File: config.mk
export PLATFORM = sky130hd
export DESIGN_NAME = instr_encoder_flat
export DESIGN_NICKNAME = d
export VERILOG_FILES = /design/src/rtl/instr_encoder_if.sv /design/src/rtl/instr_encoder.sv /design/src/flat_wrapper.sv
export SDC_FILE = /design/constraint.sdc
export NUM_CORES = 1
export LEC_CHECK = 0
export CAP_MARGIN = 20
export CORE_MARGIN = 1.5
export CORE_UTILIZATION = 55
export DETAILED_ROUTE_END_ITERATION = 12
export DONT_BUFFER_PORTS = 1
export MAX_ROUTING_LAYER = met4
export PLACE_DENSITY = 0.7
export SYNTH_ARGS = -nofsm -noshare
export SYNTH_HDL_FRONTEND = slang
export SYNTH_SLANG_ARGS = --single-unit
File: constraint.sdc
create_clock -name clk -period 2.6 [get_ports clk]
set_input_delay 0.65 -clock clk [delete_from_list [all_inputs] [get_ports clk]]
set_output_delay 0.65 -clock clk [all_outputs]
set_load 0.01 [all_outputs]
File: src/rtl/instr_encoder_if.sv
// Request/response bundle for instr_encoder: field-level request in, packed RV32I word out.
interface instr_encoder_if;
    logic        in_valid;
    logic        in_ready;
    logic [3:0]  in_kind;
    logic [4:0]  in_rd;
    logic [4:0]  in_rs1;
    logic [4:0]  in_rs2;
    logic [31:0] in_imm;
    logic        out_valid;
    logic        out_ready;
    logic [31:0] out_word;
    logic        out_err;

    modport master (
        output in_valid, in_kind, in_rd, in_rs1, in_rs2, in_imm, out_ready,
        input  in_ready, out_valid, out_word, out_err
    );

    modport slave (
        input  in_valid, in_kind, in_rd, in_rs1, in_rs2, in_imm, out_ready,
        output in_ready, out_valid, out_word, out_err
    );
endinterface

File: src/rtl/instr_encoder.sv
// Packs {addi, add, beq, jal} field descriptions into RV32I words behind a 2-entry elastic buffer.
// Optional macro ENC_ERRCNT_EN adds a saturating illegal-request counter on err_count.
module instr_encoder #(
    parameter int DEPTH    = 2,
    parameter int ERRCNT_W = 16
) (
    input  logic                clk,
    input  logic                rst,
    instr_encoder_if.slave      bus
`ifdef ENC_ERRCNT_EN
    ,
    output logic [ERRCNT_W-1:0] err_count
`endif
);

    localparam logic [31:0] NOP = 32'h0000_0013;

    typedef struct packed {
        logic [31:0] word;
        logic        err;
    } entry_t;

    entry_t      enc;
    entry_t      mem [2];
    logic        rd_ptr, wr_ptr;
    logic [1:0]  count;
    logic        push, pop;
    logic [31:0] raw;
    logic [31:0] imm;
    logic        legal;

    assign imm = bus.in_imm;

    // Encode and legality check happen on the request side only; the buffer stores finished words.
    always_comb begin
        raw   = NOP;
        legal = 1'b0;
        case (bus.in_kind)
            4'b1000: begin
                raw   = {imm[11:0], bus.in_rs1, 3'b000, bus.in_rd, 7'b0010011};
                legal = ($signed(imm) >= -32'sd2048) && ($signed(imm) <= 32'sd2047);
            end
            4'b0100: begin
                raw   = {7'b0000000, bus.in_rs2, bus.in_rs1, 3'b000, bus.in_rd, 7'b0110011};
                legal = 1'b1;
            end
            4'b0010: begin
                raw   = {imm[12], imm[10:5], bus.in_rs2, bus.in_rs1, 3'b000,
                         imm[4:1], imm[11], 7'b1100011};
                legal = !imm[0] && ($signed(imm) >= -32'sd4096) && ($signed(imm) <= 32'sd4094);
            end
            4'b0001: begin
                raw   = {imm[20], imm[10:1], imm[11], imm[19:12], bus.in_rd, 7'b1101111};
                legal = !imm[0] && ($signed(imm) >= -32'sd1048576) &&
                        ($signed(imm) <= 32'sd1048574);
            end
            default: begin
                raw   = NOP;
                legal = 1'b0;
            end
        endcase
        enc.word = legal ? raw : NOP;
        enc.err  = !legal;
    end

    // Ready comes from the registered count only, so no out_ready -> in_ready path exists.
    assign bus.in_ready  = (count < 2'(DEPTH));
    assign bus.out_valid = (count != 2'd0);
    assign bus.out_word  = mem[rd_ptr].word;
    assign bus.out_err   = mem[rd_ptr].err;

    assign push = bus.in_valid && bus.in_ready;
    assign pop  = bus.out_valid && bus.out_ready;

    always_ff @(posedge clk or posedge rst) begin
        if (rst) begin
            for (int i = 0; i < 2; i++) mem[i] <= '0;
            rd_ptr <= 1'b0;
            wr_ptr <= 1'b0;
            count  <= 2'd0;
        end else begin
            if (push) begin
                mem[wr_ptr] <= enc;
                wr_ptr      <= ~wr_ptr;
            end
            if (pop) rd_ptr <= ~rd_ptr;
            case ({push, pop})
                2'b10:   count <= count + 2'd1;
                2'b01:   count <= count - 2'd1;
                default: count <= count;
            endcase
        end
    end

`ifdef ENC_ERRCNT_EN
    always_ff @(posedge clk or posedge rst) begin
        if (rst)
            err_count <= '0;
        else if (push && enc.err && (err_count != '1))
            err_count <= err_count + 1'b1;
    end
`endif

endmodule
File: src/flat_wrapper.sv
// flat-port wrapper written by rule: the top's interface ports become plain ports
module instr_encoder_flat 
#(
    parameter int DEPTH    = 2,
    parameter int ERRCNT_W = 16
)
  (clk, rst, bus_in_valid, bus_in_kind, bus_in_rd, bus_in_rs1, bus_in_rs2, bus_in_imm, bus_out_ready, bus_in_ready, bus_out_valid, bus_out_word, bus_out_err);
  instr_encoder_if bus_i ();
  input  logic clk;
  input  logic rst;
  input wire logic [$bits(bus_i.in_valid)-1:0] bus_in_valid;
  input wire logic [$bits(bus_i.in_kind)-1:0] bus_in_kind;
  input wire logic [$bits(bus_i.in_rd)-1:0] bus_in_rd;
  input wire logic [$bits(bus_i.in_rs1)-1:0] bus_in_rs1;
  input wire logic [$bits(bus_i.in_rs2)-1:0] bus_in_rs2;
  input wire logic [$bits(bus_i.in_imm)-1:0] bus_in_imm;
  input wire logic [$bits(bus_i.out_ready)-1:0] bus_out_ready;
  output wire logic [$bits(bus_i.in_ready)-1:0] bus_in_ready;
  output wire logic [$bits(bus_i.out_valid)-1:0] bus_out_valid;
  output wire logic [$bits(bus_i.out_word)-1:0] bus_out_word;
  output wire logic [$bits(bus_i.out_err)-1:0] bus_out_err;
  assign bus_i.in_valid = bus_in_valid;
  assign bus_i.in_kind = bus_in_kind;
  assign bus_i.in_rd = bus_in_rd;
  assign bus_i.in_rs1 = bus_in_rs1;
  assign bus_i.in_rs2 = bus_in_rs2;
  assign bus_i.in_imm = bus_in_imm;
  assign bus_i.out_ready = bus_out_ready;
  assign bus_in_ready = bus_i.in_ready;
  assign bus_out_valid = bus_i.out_valid;
  assign bus_out_word = bus_i.out_word;
  assign bus_out_err = bus_i.out_err;
  instr_encoder #(.DEPTH(DEPTH), .ERRCNT_W(ERRCNT_W)) u_core (.clk(clk), .rst(rst), .bus(bus_i));
endmodule
Yosys cells after proc, flatten, opt, wreduce, memory -nomap -nowiden. Cells that the tools add are included.

Register bits after elaboration: 70. Latch bits: 0. RAM bits: 0. ROM bits: 0. Memories: 0.

Add/subtract/negate cells: 2. Multipliers: 0. Divide/modulo/power cells: 0. Magnitude comparators: 10. Eq/ne operators: 6. Shift operators: 0. Multiplexer cells: 10. Bitwise logic cells: 4. Reduce and logical (&&, ||, !) cells: 12.

Operators with widths (number): 2-to-1 mux 33 bit (4); case mux 32 bit (4 select lines) (1); bitwise mux 66 bit (1); demux 33 bit (select 1 bit) (1); greater-or-equal comparator 32 x 12 -> 1 bit (second input constant) (1); greater-or-equal comparator 32 x 13 -> 1 bit (second input constant) (1); greater-or-equal comparator 32 x 21 -> 1 bit (second input constant) (1); <= comparator 32 x 12 -> 1 bit (second input constant) (1); <= comparator 32 x 13 -> 1 bit (second input constant) (1); <= comparator 32 x 21 -> 1 bit (second input constant) (1); 2-to-1 mux 32 bit (1); logical AND 1 bit (8); == test 4 x 1 -> 1 bit (second input constant) (1); == test 4 x 2 -> 1 bit (second input constant) (1); == test 4 x 3 -> 1 bit (second input constant) (1); == test 4 bit (second input constant) (1); greater-or-equal comparator 2 bit (second input constant) (2); NOT 1 -> 2 bit (2); case mux 1 bit (4 select lines) (1); case mux 2 bit (2 select lines) (1); nonzero test 2 bit (2); adder 2 x 1 -> 2 bit (second input constant) (1); == test 2 x 1 -> 1 bit (second input constant) (1); == test 2 bit (second input constant) (1); 5 further kinds (7).

Longest topological paths before layout. Gate-level depths: netlist (run 1).

Depth after elaboration: 6. Gate-level depth with buffers: 7. Mapped depth without buffers: 6.

Worst setup path after synthesis (run 1). Ideal clock, no wire load.

Kind: reg2out. Start: reg u_core.rd_ptr. End: out bus_out_word[1]. Data arrival time: 1382 ps. Required time: 1950 ps. Path slack: 568 ps. Cell stages (with the launch flop): 5. Cells stage by stage: dfrtp_1 clkbuf_1 buf_1 mux2_2 buf_4.

Cells in the longest elaborated chain, start to end: 4.

RTL lines: from (decl) (line instr_encoder.sv:25) `logic rd_ptr, wr_ptr;`; from (signal assigned) (line instr_encoder.sv:86) `if (pop) rd_ptr <= ~rd_ptr;`; NOT 1 -> 2 bit (implied by the code) (line instr_encoder.sv:69) `assign bus.out_word = mem[rd_ptr].word;`; 2-to-1 mux 33 bit (implied by the code) (3 in a row) (line instr_encoder.sv:69); to (decl) (line flat_wrapper.sv:20) `output wire logic [$bits(bus_i.out_word)-1:0] bus_out_word;`.

Every way passes these cells. The select of a mux whose other input is x is not followed.

Worst setup path after layout (run 1).
Start: reg u_core.rd_ptr. End: out bus_out_word[3].

Same word-level chain as after synthesis.

==> impl_metrics.csv, run 1 <==
group,metric,value,unit
setup_path,cp_max_fo,26,
clock_tree,cts_max_level,3,
place,detailedPlacementHpwl,7.76,mm
synth,yosys.area_share.xor_xnor,0.978,%
sta,timing.fmax,452,MHz
clock_tree,cts_made_buffers,9,
routing,drc_errors,0,
setup_path,crit_path_start_kind,"flip-flop",
global_route,globalRouteOverflowTotal,0,
clock_tree,clock_path_buffers,2,
sta,final_hold_viol_count,0,
pwr,power_density,596,nW/µm²
routing,avgRoutedWirePerCell,19.5,µm
setup_path,timing.critical_path.required,1.95,ns
pwr,power.share.clock,28.6,%
layout,syn_to_final_growth,4.67,%
synth,async_flop_share,100,%
floorplanning,floorplan.initialDensity,57.3,%
synth,synth_enable_flop_cells,0,
synth,post_synthesis_cells,487,
pwr,total_switching_power,937,µW
synth,netlist_top_cells_count,"sky130_fd_sc_hd__nand2_1 (125), sky130_fd_sc_hd__dfrtp_1 (66), sky130_fd_sc_hd__o211ai_1 (62)",
synth,synth_area,4480,µm²
clock_tree,clkTransAtPathRegs,0.07,ns
floorplanning,die_w,93.2,µm
synth,synth_mux_area_share,8.75,%
global_route,grt_pass1_wl,18.7,mm
place,pre_cts_ws,0.427,ns
setup_path,criticalPathCategory,"flip-flop to primary output",
floorplanning,die_h,93.2,µm
synth,synth_simple_gate_area_share,24.6,%
routing,dr_vias,3783,
routing,firstDrtPassIters,5,
layout,finalNetCount,527,
floorplanning,boundaryPins,90,
sta,worst_margin_pin_slew,0.686,ns
place,dp.cells,562,
clock_tree,clock_tree_from_tritoncts,"yes",
clock_tree,cts.repair.resized,0,
clock_tree,buffers_inserted_during_post_cts_setup_optimization,0,
place,port_buffer_count,0,
global_route,number_of_antenna_violations_at_the_first_check_in_global_routing,0,
floorplanning,die_area,8690,µm²
global_route,maximum_number_of_pins_on_one_net_before_global_route_repair,67,
clock_tree,clockRootBuffer,"sky130_fd_sc_hd__clkbuf_8",
synth,synth_top_area_cell,"sky130_fd_sc_hd__dfrtp_1",
clock_tree,clock_latency_on_the_worst_skew_pair,0.34,ns
routing,drt-vias-per-instance,6.54,
sta,final_min_period_over_clock_period,85.1,%
global_route,groute.usage.overall,28.4,%
synth,main_combinational_cell_family_by_area_after_synthesis,"simple AND/OR/NAND/NOR gates",
pwr,irDropWorstVdd,0.000322,V
sta,finalClockSkew,0.00416,ns
sta,period_needed,2.21,ns
synth,synth_seq_cells,66,
clock_tree,count_of_hold_fix_buffers_inserted_at_cts,0,
synth,seq_area_frac_synth,36.9,%
layout,instances_no_fill,578,
min_path,hold_path_class,"input pin to asynchronous set/reset pin",
pwr,power.combinational.fraction,29.1,%
setup_path,crit_path_end_kind,"primary output",
global_route,first_global_vias,3769,
floorplanning,row_count,32,
layout,fillCellCount,671,
synth,synth.top_cells.by_area,"sky130_fd_sc_hd__dfrtp_1 (37%), sky130_fd_sc_hd__nand2_1 (10%), sky130_fd_sc_hd__o211ai_1 (10%), sky130_fd_sc_hd__mux2_2 (8.3%), sky130_fd_sc_hd__nand3b_1 (2.7%)",
synth,synth.net_count,543,
sta,finalSetupTns,0,ns
routing,routed_wirelength,11.2,mm
setup_path,arrival,1.56,ns
synth,ys_warn_count,0,
synth,top_count_cell_post_synth,"sky130_fd_sc_hd__nand2_1",
place,place.gp.congestion,0.906,
layout,drive_gt1_share,19.7,%
layout,antennaDiodeCount,0,
synth,ys_dominant_reg_cell,"sky130_fd_sc_hd__dfrtp_1",
pwr,sequential_cell_fraction_of_total_power,42.3,%
pwr,internal-power,1.86,mW
sta,setup_violations,0,
routing,detail-route-antenna-nets,0,
synth,synthesis.area_per_instance,9.19,µm²
clock_tree,cts.sinks,66,
sta,worst_slew_margin_rel,54.2,%
synth,yosys.cell_types.count,60,
routing,dr.first_iter.drc_count,271,
flow_run,max_cap_viol_count,0,
synth,synth_compound_gate_area_share,22.4,%
sta,layout_setup_ws,0.388,ns
sta,rsz0062_at_grt,"no",
pwr,netSwitchingFraction,33.5,%
outcome,run_status,"finished clean",
synth,yosys.area_share.adder,0.279,%
pwr,total_leakage_power,1.72,nW
floorplanning,placeableCoreArea,7810,µm²
synth,yosysTopAreaCellShare,36.9,%
sta,report.final.slew_viol_count,0,
[kinds of logic (layout without fill, tap and decap cells)]
logic type	Yosys count	in the layout
xor gates and xnor gates	5	5
adders and majority gates	1	1
and+or+nand+nor	204	204
buffers and inverters	46	35
DFF	66	66
AOI/OAI and AO/OA	130	130
muxes	35	35
[layout make-up]
class                   instances  area, µm²  area share (%)
multi-input cells             375       2550            54.5
flip-flops and latches         66       1650            35.2
inverters                       3       11.3           0.240
clock inverters                 2       10.0           0.214
repair buffers                 16        158            3.36
well taps                     102        128            2.72
clock buffers                  14        173            3.68
[per-stage QoR]
| stage | total power [mW] | instance area, µm² | util, % | hold WS [ns] |
|---|---|---|---|---|
| floorplan | 1.83 | 4480 | - | 0.428 |
| global placement | 1.99 | 4500 | 57.7 | 0.446 |
| detailed placement | 2.01 | 4500 | 57.7 | 0.452 |
| CTS | 2.81 | 4690 | 60.0 | 0.274 |
| global route | 2.94 | 4690 | 60.0 | 0.284 |
| finish | 2.79 | 4690 | 60.0 | 0.261 |
[cell usage in the layout, fill, tap and decap left out, types with 5 or more instances in the layout]
master / count
sky130_fd_sc_hd__clkbuf_8: 12
sky130_fd_sc_hd__nand3b_1: 16
sky130_fd_sc_hd__nand3_1: 6
sky130_fd_sc_hd__or4b_1: 5
sky130_fd_sc_hd__nor2_1: 8
sky130_fd_sc_hd__a22oi_1: 10
sky130_fd_sc_hd__nor2b_1: 6
sky130_fd_sc_hd__o21ai_0: 13
sky130_fd_sc_hd__nand2_1: 125
sky130_fd_sc_hd__o211ai_1: 62
sky130_fd_sc_hd__o21ai_1: 10
sky130_fd_sc_hd__buf_4: 13
sky130_fd_sc_hd__o211ai_2: 8
sky130_fd_sc_hd__dfrtp_1: 66
sky130_fd_sc_hd__mux2_2: 33
[sequential cells by signal, summed over array words and instances (netlist names)]
register and count:
u_core.count 2, u_core.mem 62, u_core.rd_ptr 1, u_core.wr_ptr 1
[path summary, 6_finish.rpt]
check,startpoint,end,slack [ns],depth (start not counted)
max reg2reg,u_core.count[1],u_core.mem[24],0.83,5
min,rst,u_core.mem[63],0.26,2
min in group clk,bus_in_imm[8],u_core.mem[62],0.43,2
min reg2reg,u_core.mem[35],u_core.mem[35],0.46,1
max in group asynchronous,rst,u_core.mem[54],2.06,2
max,u_core.rd_ptr,bus_out_word[3],0.39,2
[routing by layer]
metal | wire (µm) | part of all wire (%) | track usage, %
met1 | 4980 | 44 | 38.3
met2 | 5240 | 47 | 42.9
met3 | 812 | 7.2 | 5.85
met4 | 204 | 1.8 | 8.84
met5 | 0 | 0 | -
[critical path, cell delays in order, from the launching register on]
cell and delay, ns:
sky130_fd_sc_hd__dfrtp_1 0.55, sky130_fd_sc_hd__buf_12 0.25, sky130_fd_sc_hd__mux2_2 0.42
[power groups by stage]
stage	combinational [mW]	sequential [mW]	clock, mW
CTS	0.818	1.18	0.809
finish	0.813	1.18	0.800
global route	0.887	1.19	0.859
floorplan	0.665	1.16	0
detailed placement	0.815	1.20	0
global placement	0.799	1.19	0
Note: power is estimated with default switching activity, not from simulation.
==> inputs of run 2 (changes only) <==
--- a/config.mk
+++ b/config.mk
@@ -8,6 +8,7 @@
 export CAP_MARGIN = 20
 export CORE_MARGIN = 1.5
 export CORE_UTILIZATION = 55
+export CTS_BUF_LIST = sky130_fd_sc_hd__clkbuf_8 sky130_fd_sc_hd__clkbuf_16
 export DETAILED_ROUTE_END_ITERATION = 12
 export DONT_BUFFER_PORTS = 1
 export MAX_ROUTING_LAYER = met4
==> impl_metrics.csv, run 2 (synthesis results as in run 1) <==
group,metric,value,unit
pwr,total_switching_power,937,µW
layout,regMostFlops,"u_core.mem",
floorplanning,floorplan.initialDensity,57.3,%
layout,syn_to_final_growth,4.67,%
routing,drt-vias-per-instance,6.51,
pwr,total_leakage_power,1.73,nW
global_route,grt_pass1_wl,18.7,mm
place,dp.cells,562,
global_route,number_of_antenna_violations_at_the_first_check_in_global_routing,0,
flow_run,max_cap_viol_count,0,
min_path,hold_path_class,"input pin to asynchronous set/reset pin",
setup_path,crit_path_cell_trace,"buf_12, mux2_2",
clock_tree,cts_made_buffers,9,
sta,worst_margin_pin_slew,0.694,ns
clock_tree,buffers_inserted_during_post_cts_setup_optimization,0,
layout,antennaDiodeCount,0,
outcome,run_status,"finished clean",
place,port_buffer_count,0,
sta,setup_violations,0,
global_route,groute.usage.overall,28.4,%
setup_path,worst-r2r-setup-slack,0.84,ns
setup_path,slowest_delay,0.55,ns
clock_tree,clock_tree_from_tritoncts,"yes",
sta,period_needed,2.21,ns
floorplanning,row_count,32,
layout,largestRegisters,"u_core.mem (62), u_core.count (2)",
pwr,power.combinational.fraction,29.2,%
sta,final_min_period_over_clock_period,85.1,%
place,pre_cts_ws,0.427,ns
setup_path,worst_path_max_delay_cell,"sky130_fd_sc_hd__dfrtp_1",
place,detailedPlacementHpwl,7.76,mm
sta,finalClockSkew,0.00534,ns
routing,firstDrtPassIters,5,
sta,timing.fmax,452,MHz
sta,report.final.slew_viol_count,0,
sta,finalSetupTns,0,ns
layout,instances_no_fill,578,
setup_path,logic_depth_of_the_worst_register_to_register_path,5,
layout,most_frequent_cells_in_the_layout,"sky130_fd_sc_hd__nand2_1 (125), sky130_fd_sc_hd__dfrtp_1 (66), sky130_fd_sc_hd__o211ai_1 (62), sky130_fd_sc_hd__mux2_2 (33), sky130_fd_sc_hd__nand3b_1 (16)",
setup_path,timing.critical_path.required,1.95,ns
floorplanning,placeableCoreArea,7810,µm²
routing,drc_errors,0,
setup_path,arrival,1.56,ns
routing,detail-route-antenna-nets,0,
global_route,maximum_number_of_pins_on_one_net_before_global_route_repair,67,
floorplanning,die_h,93.2,µm
sta,rsz0062_at_grt,"no",
setup_path,cp_max_fo,26,
layout,drive_gt1_share,19.7,%
clock_tree,clock_path_buffers,2,
pwr,netSwitchingFraction,33.6,%
pwr,power.share.clock,28.4,%
floorplanning,die_w,93.2,µm
layout,leading_cell_type_in_the_layout_fill_and_taps_excluded,"sky130_fd_sc_hd__nand2_1",
clock_tree,clock_latency_on_the_worst_skew_pair,0.34,ns
pwr,power_density,595,nW/µm²
setup_path,critical-path-top-delay-family,"flip-flops",
layout,fillCellCount,671,
sta,worst_slew_margin_rel,53.7,%
layout,fin_util,60.0,%
floorplanning,boundaryPins,90,
sta,final_hold_viol_count,0,
setup_path,crit_path_start_kind,"flip-flop",
setup_path,crit_path_end_kind,"primary output",
sta,layout_setup_ws,0.388,ns
layout,finalNetCount,527,
routing,routed_wirelength,11.2,mm
clock_tree,clkTransAtPathRegs,0.07,ns
clock_tree,clockRootBuffer,"sky130_fd_sc_hd__clkbuf_8",
global_route,globalRouteOverflowTotal,0,
routing,dr_vias,3760,
pwr,internal-power,1.85,mW
setup_path,worstReg2RegEnd,"u_core.mem[24]",
global_route,first_global_vias,3769,
layout,largest_register_ff_count,62,
routing,dr.first_iter.drc_count,281,
clock_tree,cts.sinks,66,
layout,sequential_cell_area,1650,µm²
sta,hold-worst-slack,0.243,ns
clock_tree,cts.repair.resized,0,
clock_tree,cts_max_level,3,
floorplanning,die_area,8690,µm²
clock_tree,count_of_hold_fix_buffers_inserted_at_cts,0,
pwr,irDropWorstVdd,0.000321,V
place,place.gp.congestion,0.906,
pwr,sequential_cell_fraction_of_total_power,42.4,%
setup_path,cp.buffers_inverters,1,
routing,avgRoutedWirePerCell,19.4,µm
setup_path,regToRegStartpoint,"u_core.count[1]",
setup_path,criticalPathCategory,"flip-flop to primary output",
layout,area_occupied_by_multi_input_gates,2550,µm²
==> run 2: metrics by stage <==
stage | instance area (µm²) | power (mW)
after global routing | 4690 | 2.93
after floorplan | 4480 | 1.83
after global placement | 4500 | 1.99
after detailed placement | 4500 | 2.01
after CTS | 4690 | 2.80
final | 4690 | 2.79
==> run 2: area by class of cell <==
class                   count  share of cell area [%]
multi-input cells         375                    54.5
flip-flops and latches     66                    35.2
clock inverters             4                   0.374
well taps                 102                    2.72
inverters                   3                   0.240
clock buffers              12                    3.52
repair buffers             16                    3.36
==> run 2: how the worst max path moves through the flow <==
stage	slack (ns)	startpoint	cells past startpoint	endpoint
3_3_place_gp	0.46	bus_in_imm[25]	6	u_core.mem[33]
4_1_cts	0.36	u_core.rd_ptr	2	bus_out_word[3]
5_1_grt	0.31	u_core.rd_ptr	2	bus_out_word[3]
2_1_floorplan	0.30	rst	1	u_core.count[0]
6_report	0.39	u_core.rd_ptr	2	bus_out_word[1]
3_5_place_dp	0.43	bus_in_imm[30]	6	u_core.mem[54]
==> run 2: layer usage <==
layer | track usage (%) | share of wire, %
met4 | 8.84 | 1.7
met2 | 42.9 | 47
met3 | 5.85 | 6.7
met5 | - | 0
met1 | 38.3 | 45
==> run 2: power groups by stage <==
| stage | clock network, mW | logic (mW) | registers (mW) |
|---|---|---|---|
| floorplan | 0 | 0.665 | 1.16 |
| global placement | 0 | 0.799 | 1.19 |
| detailed placement | 0 | 0.815 | 1.20 |
| CTS | 0.801 | 0.818 | 1.18 |
| global route | 0.852 | 0.887 | 1.19 |
| finish | 0.792 | 0.813 | 1.18 |
==> inputs of run 3 (changes only) <==
--- a/config.mk
+++ b/config.mk
@@ -7,12 +7,11 @@
 export LEC_CHECK = 0
 export CAP_MARGIN = 20
 export CORE_MARGIN = 1.5
-export CORE_UTILIZATION = 55
+export CORE_UTILIZATION = 45
 export CTS_BUF_LIST = sky130_fd_sc_hd__clkbuf_8 sky130_fd_sc_hd__clkbuf_16
 export DETAILED_ROUTE_END_ITERATION = 12
-export DONT_BUFFER_PORTS = 1
 export MAX_ROUTING_LAYER = met4
-export PLACE_DENSITY = 0.7
+export PLACE_DENSITY = 0.71
 export SYNTH_ARGS = -nofsm -noshare
 export SYNTH_HDL_FRONTEND = slang
 export SYNTH_SLANG_ARGS = --single-unit
==> constraint.sdc (replaced) <==
create_clock -name clk -period 2.6 [get_ports clk]
set_input_delay 0.78 -clock clk [delete_from_list [all_inputs] [get_ports clk]]
set_output_delay 0.78 -clock clk [all_outputs]
set_load 0.01 [all_outputs]
==> impl_metrics.csv, run 3 (synthesis results as in run 1) <==
group,metric,value,unit
outcome,run_status,"finished clean",
layout,most_frequent_cells_in_the_layout,"sky130_fd_sc_hd__nand2_1 (125), sky130_fd_sc_hd__clkdlybuf4s50_1 (72), sky130_fd_sc_hd__dfrtp_1 (65), sky130_fd_sc_hd__o211ai_1 (62), sky130_fd_sc_hd__buf_4 (59)",
global_route,groute.usage.overall,25.4,%
pwr,total_leakage_power,2.39,nW
min_path,hold-path-endpoint,"u_core.mem[2]",
clock_tree,clock_path_buffers,2,
place,pre_cts_ws,-0.172,ns
floorplanning,die_h,103,µm
clock_tree,clock_tree_from_tritoncts,"yes",
place,dp.cells,730,
layout,fin_util,61.8,%
layout,antennaDiodeCount,0,
sta,period_needed,2.50,ns
floorplanning,placeableCoreArea,9730,µm²
setup_path,worstReg2RegEnd,"u_core.mem[51]",
layout,drive_gt1_share,23.6,%
routing,detail-route-antenna-nets,0,
layout,design_area,6010,µm²
routing,met2_length,5.94,mm
routing,met3_length,813,µm
routing,routed.top_layer,"met4",
setup_path,crit_path_end_kind,"primary output",
global_route,number_of_antenna_violations_at_the_first_check_in_global_routing,0,
setup_path,crit_path_start_kind,"flip-flop",
flow_run,max_cap_viol_count,0,
place,detailedPlacementHpwl,9.18,mm
sta,final_min_period_over_clock_period,96.3,%
floorplanning,floorplan.initialDensity,46.0,%
layout,largest_register_ff_count,62,
layout,syn_to_final_growth,34.3,%
floorplanning,die_w,103,µm
setup_path,logic_depth_of_the_worst_register_to_register_path,6,
routing,dr_vias,4221,
routing,met1_wirelength,5.55,mm
clock_tree,clockRootBuffer,"sky130_fd_sc_hd__clkbuf_8",
clock_tree,clock_latency_on_the_worst_skew_pair,0.35,ns
sta,worst_margin_pin_slew,0.591,ns
routing,drc_errors,0,
pwr,total_switching_power,1.03,mW
routing,drt-vias-per-instance,5.64,
pwr,power.combinational.fraction,37.9,%
pwr,power.share.clock,23.9,%
setup_path,arrival,1.72,ns
clock_tree,cts.sinks,66,
routing,dr.first_iter.drc_count,284,
pwr,power_density,508,nW/µm²
layout,instances_no_fill,748,
routing,routed_wirelength,12.5,mm
place,place.gp.congestion,0.966,
pwr,internal-power,2.02,mW
setup_path,timing.critical_path.required,1.82,ns
sta,report.final.slew_viol_count,0,
sta,setup_violations,0,
setup_path,criticalPathCategory,"flip-flop to primary output",
floorplanning,boundaryPins,90,
sta,rsz0062_at_grt,"no",
sta,worst_slew_margin_rel,60.4,%
clock_tree,clkTransAtPathRegs,0.07,ns
routing,firstDrtPassIters,5,
place,port_buffer_count,89,
clock_tree,cts_max_level,3,
min_path,hold_path_class,"flip-flop to flip-flop",
sta,finalSetupTns,0,ns
pwr,sequential_cell_fraction_of_total_power,38.2,%
sta,finalClockSkew,0.0110,ns
setup_path,cp_max_fo,16,
layout,largestRegisters,"u_core.mem (62), u_core.count (2)",
place,placedInstanceArea,5830,µm²
sta,timing.fmax,399,MHz
layout,leading_cell_type_in_the_layout_fill_and_taps_excluded,"sky130_fd_sc_hd__nand2_1",
sta,layout_setup_ws,0.0967,ns
floorplanning,row_count,36,
min_path,timing.hold.worst_path_depth,1,
routing,avgRoutedWirePerCell,16.7,µm
layout,regMostFlops,"u_core.mem",
sta,final_hold_viol_count,0,
layout,finalNetCount,666,
global_route,maximum_number_of_pins_on_one_net_before_global_route_repair,67,
setup_path,regToRegStartpoint,"u_core.count[1]",
min_path,timing.hold.worst.start,"u_core.mem[2]",
global_route,globalRouteOverflowTotal,0,
pwr,netSwitchingFraction,33.8,%
setup_path,worst-r2r-setup-slack,1.01,ns
clock_tree,cts_made_buffers,9,
pwr,irDropWorstVdd,0.000262,V
global_route,grt_pass1_wl,20.0,mm
global_route,first_global_vias,4144,
floorplanning,die_area,10600,µm²
[run 3: changes by cell type in the layout (fill, tap and decap cells not counted), sizes merged]
cell           previous run  this run
clkdlybuf4s50             0        72
buf                      16        65
dlygate4sd2               0        17
clkbuf                   12        11
clkinv                    2         3
inv                       5         6
[run 3: final cells by class]
class | count | area [µm²]
repair buffers | 155 | 1460
flip-flops and latches | 66 | 1650
well taps | 133 | 166
multi-input cells | 375 | 2560
fillers | 855 | 3720
clock inverters | 6 | 26.3
inverters | 3 | 11.3
clock buffers | 10 | 138
[run 3: worst max-delay path by stage]
| stage | start | endpoint |
|---|---|---|
| after global placement | bus_in_kind[3] | u_core.mem[56] |
| after detailed placement | bus_in_kind[0] | u_core.mem[29] |
| after global routing | bus_in_imm[18] | u_core.mem[29] |
| after CTS | u_core.rd_ptr | bus_out_word[8] |
| after floorplan | rst | u_core.count[0] |
| final | u_core.rd_ptr | bus_out_word[8] |
[run 3: power by group through the flow]
stage / Combinational (mW) / Sequential (mW) / Clock (mW)
CTS: 1.10 / 1.16 / 0.752
finish: 1.16 / 1.17 / 0.730
detailed placement: 1.12 / 1.18 / 0
global route: 1.24 / 1.18 / 0.787
global placement: 1.10 / 1.17 / 0
floorplan: 0.665 / 1.16 / 0
[run 3: stage by stage]
step | hold WS (ns) | power, mW
after floorplan | 0.428 | 1.83
after global placement | 0.445 | 2.27
after detailed placement | 0.452 | 2.30
after CTS | 0.470 | 3.02
after global routing | 0.504 | 3.21
final | 0.465 | 3.05
[run 3: worst max-delay path: stages, from the launching register on]
cell and delay (ns):
sky130_fd_sc_hd__dfrtp_2 0.38, sky130_fd_sc_hd__buf_12 0.16, sky130_fd_sc_hd__mux2_2 0.34, sky130_fd_sc_hd__clkdlybuf4s50_1 0.49
[run 3: timing repair]
item	in CTS	in global routing
hold buffers	0	0
resized for setup	17	2
endpoints found under the setup margin	17	16
setup buffers	0	1
cloned	0	1
[run 3: per-layer routing]
layer  vias to the layer above  track usage (%)
met1                      1992             31.5
met5                         -                -
met2                       158             41.3
met4                         0             8.84
li1                       2049                -
met3                        22             5.42
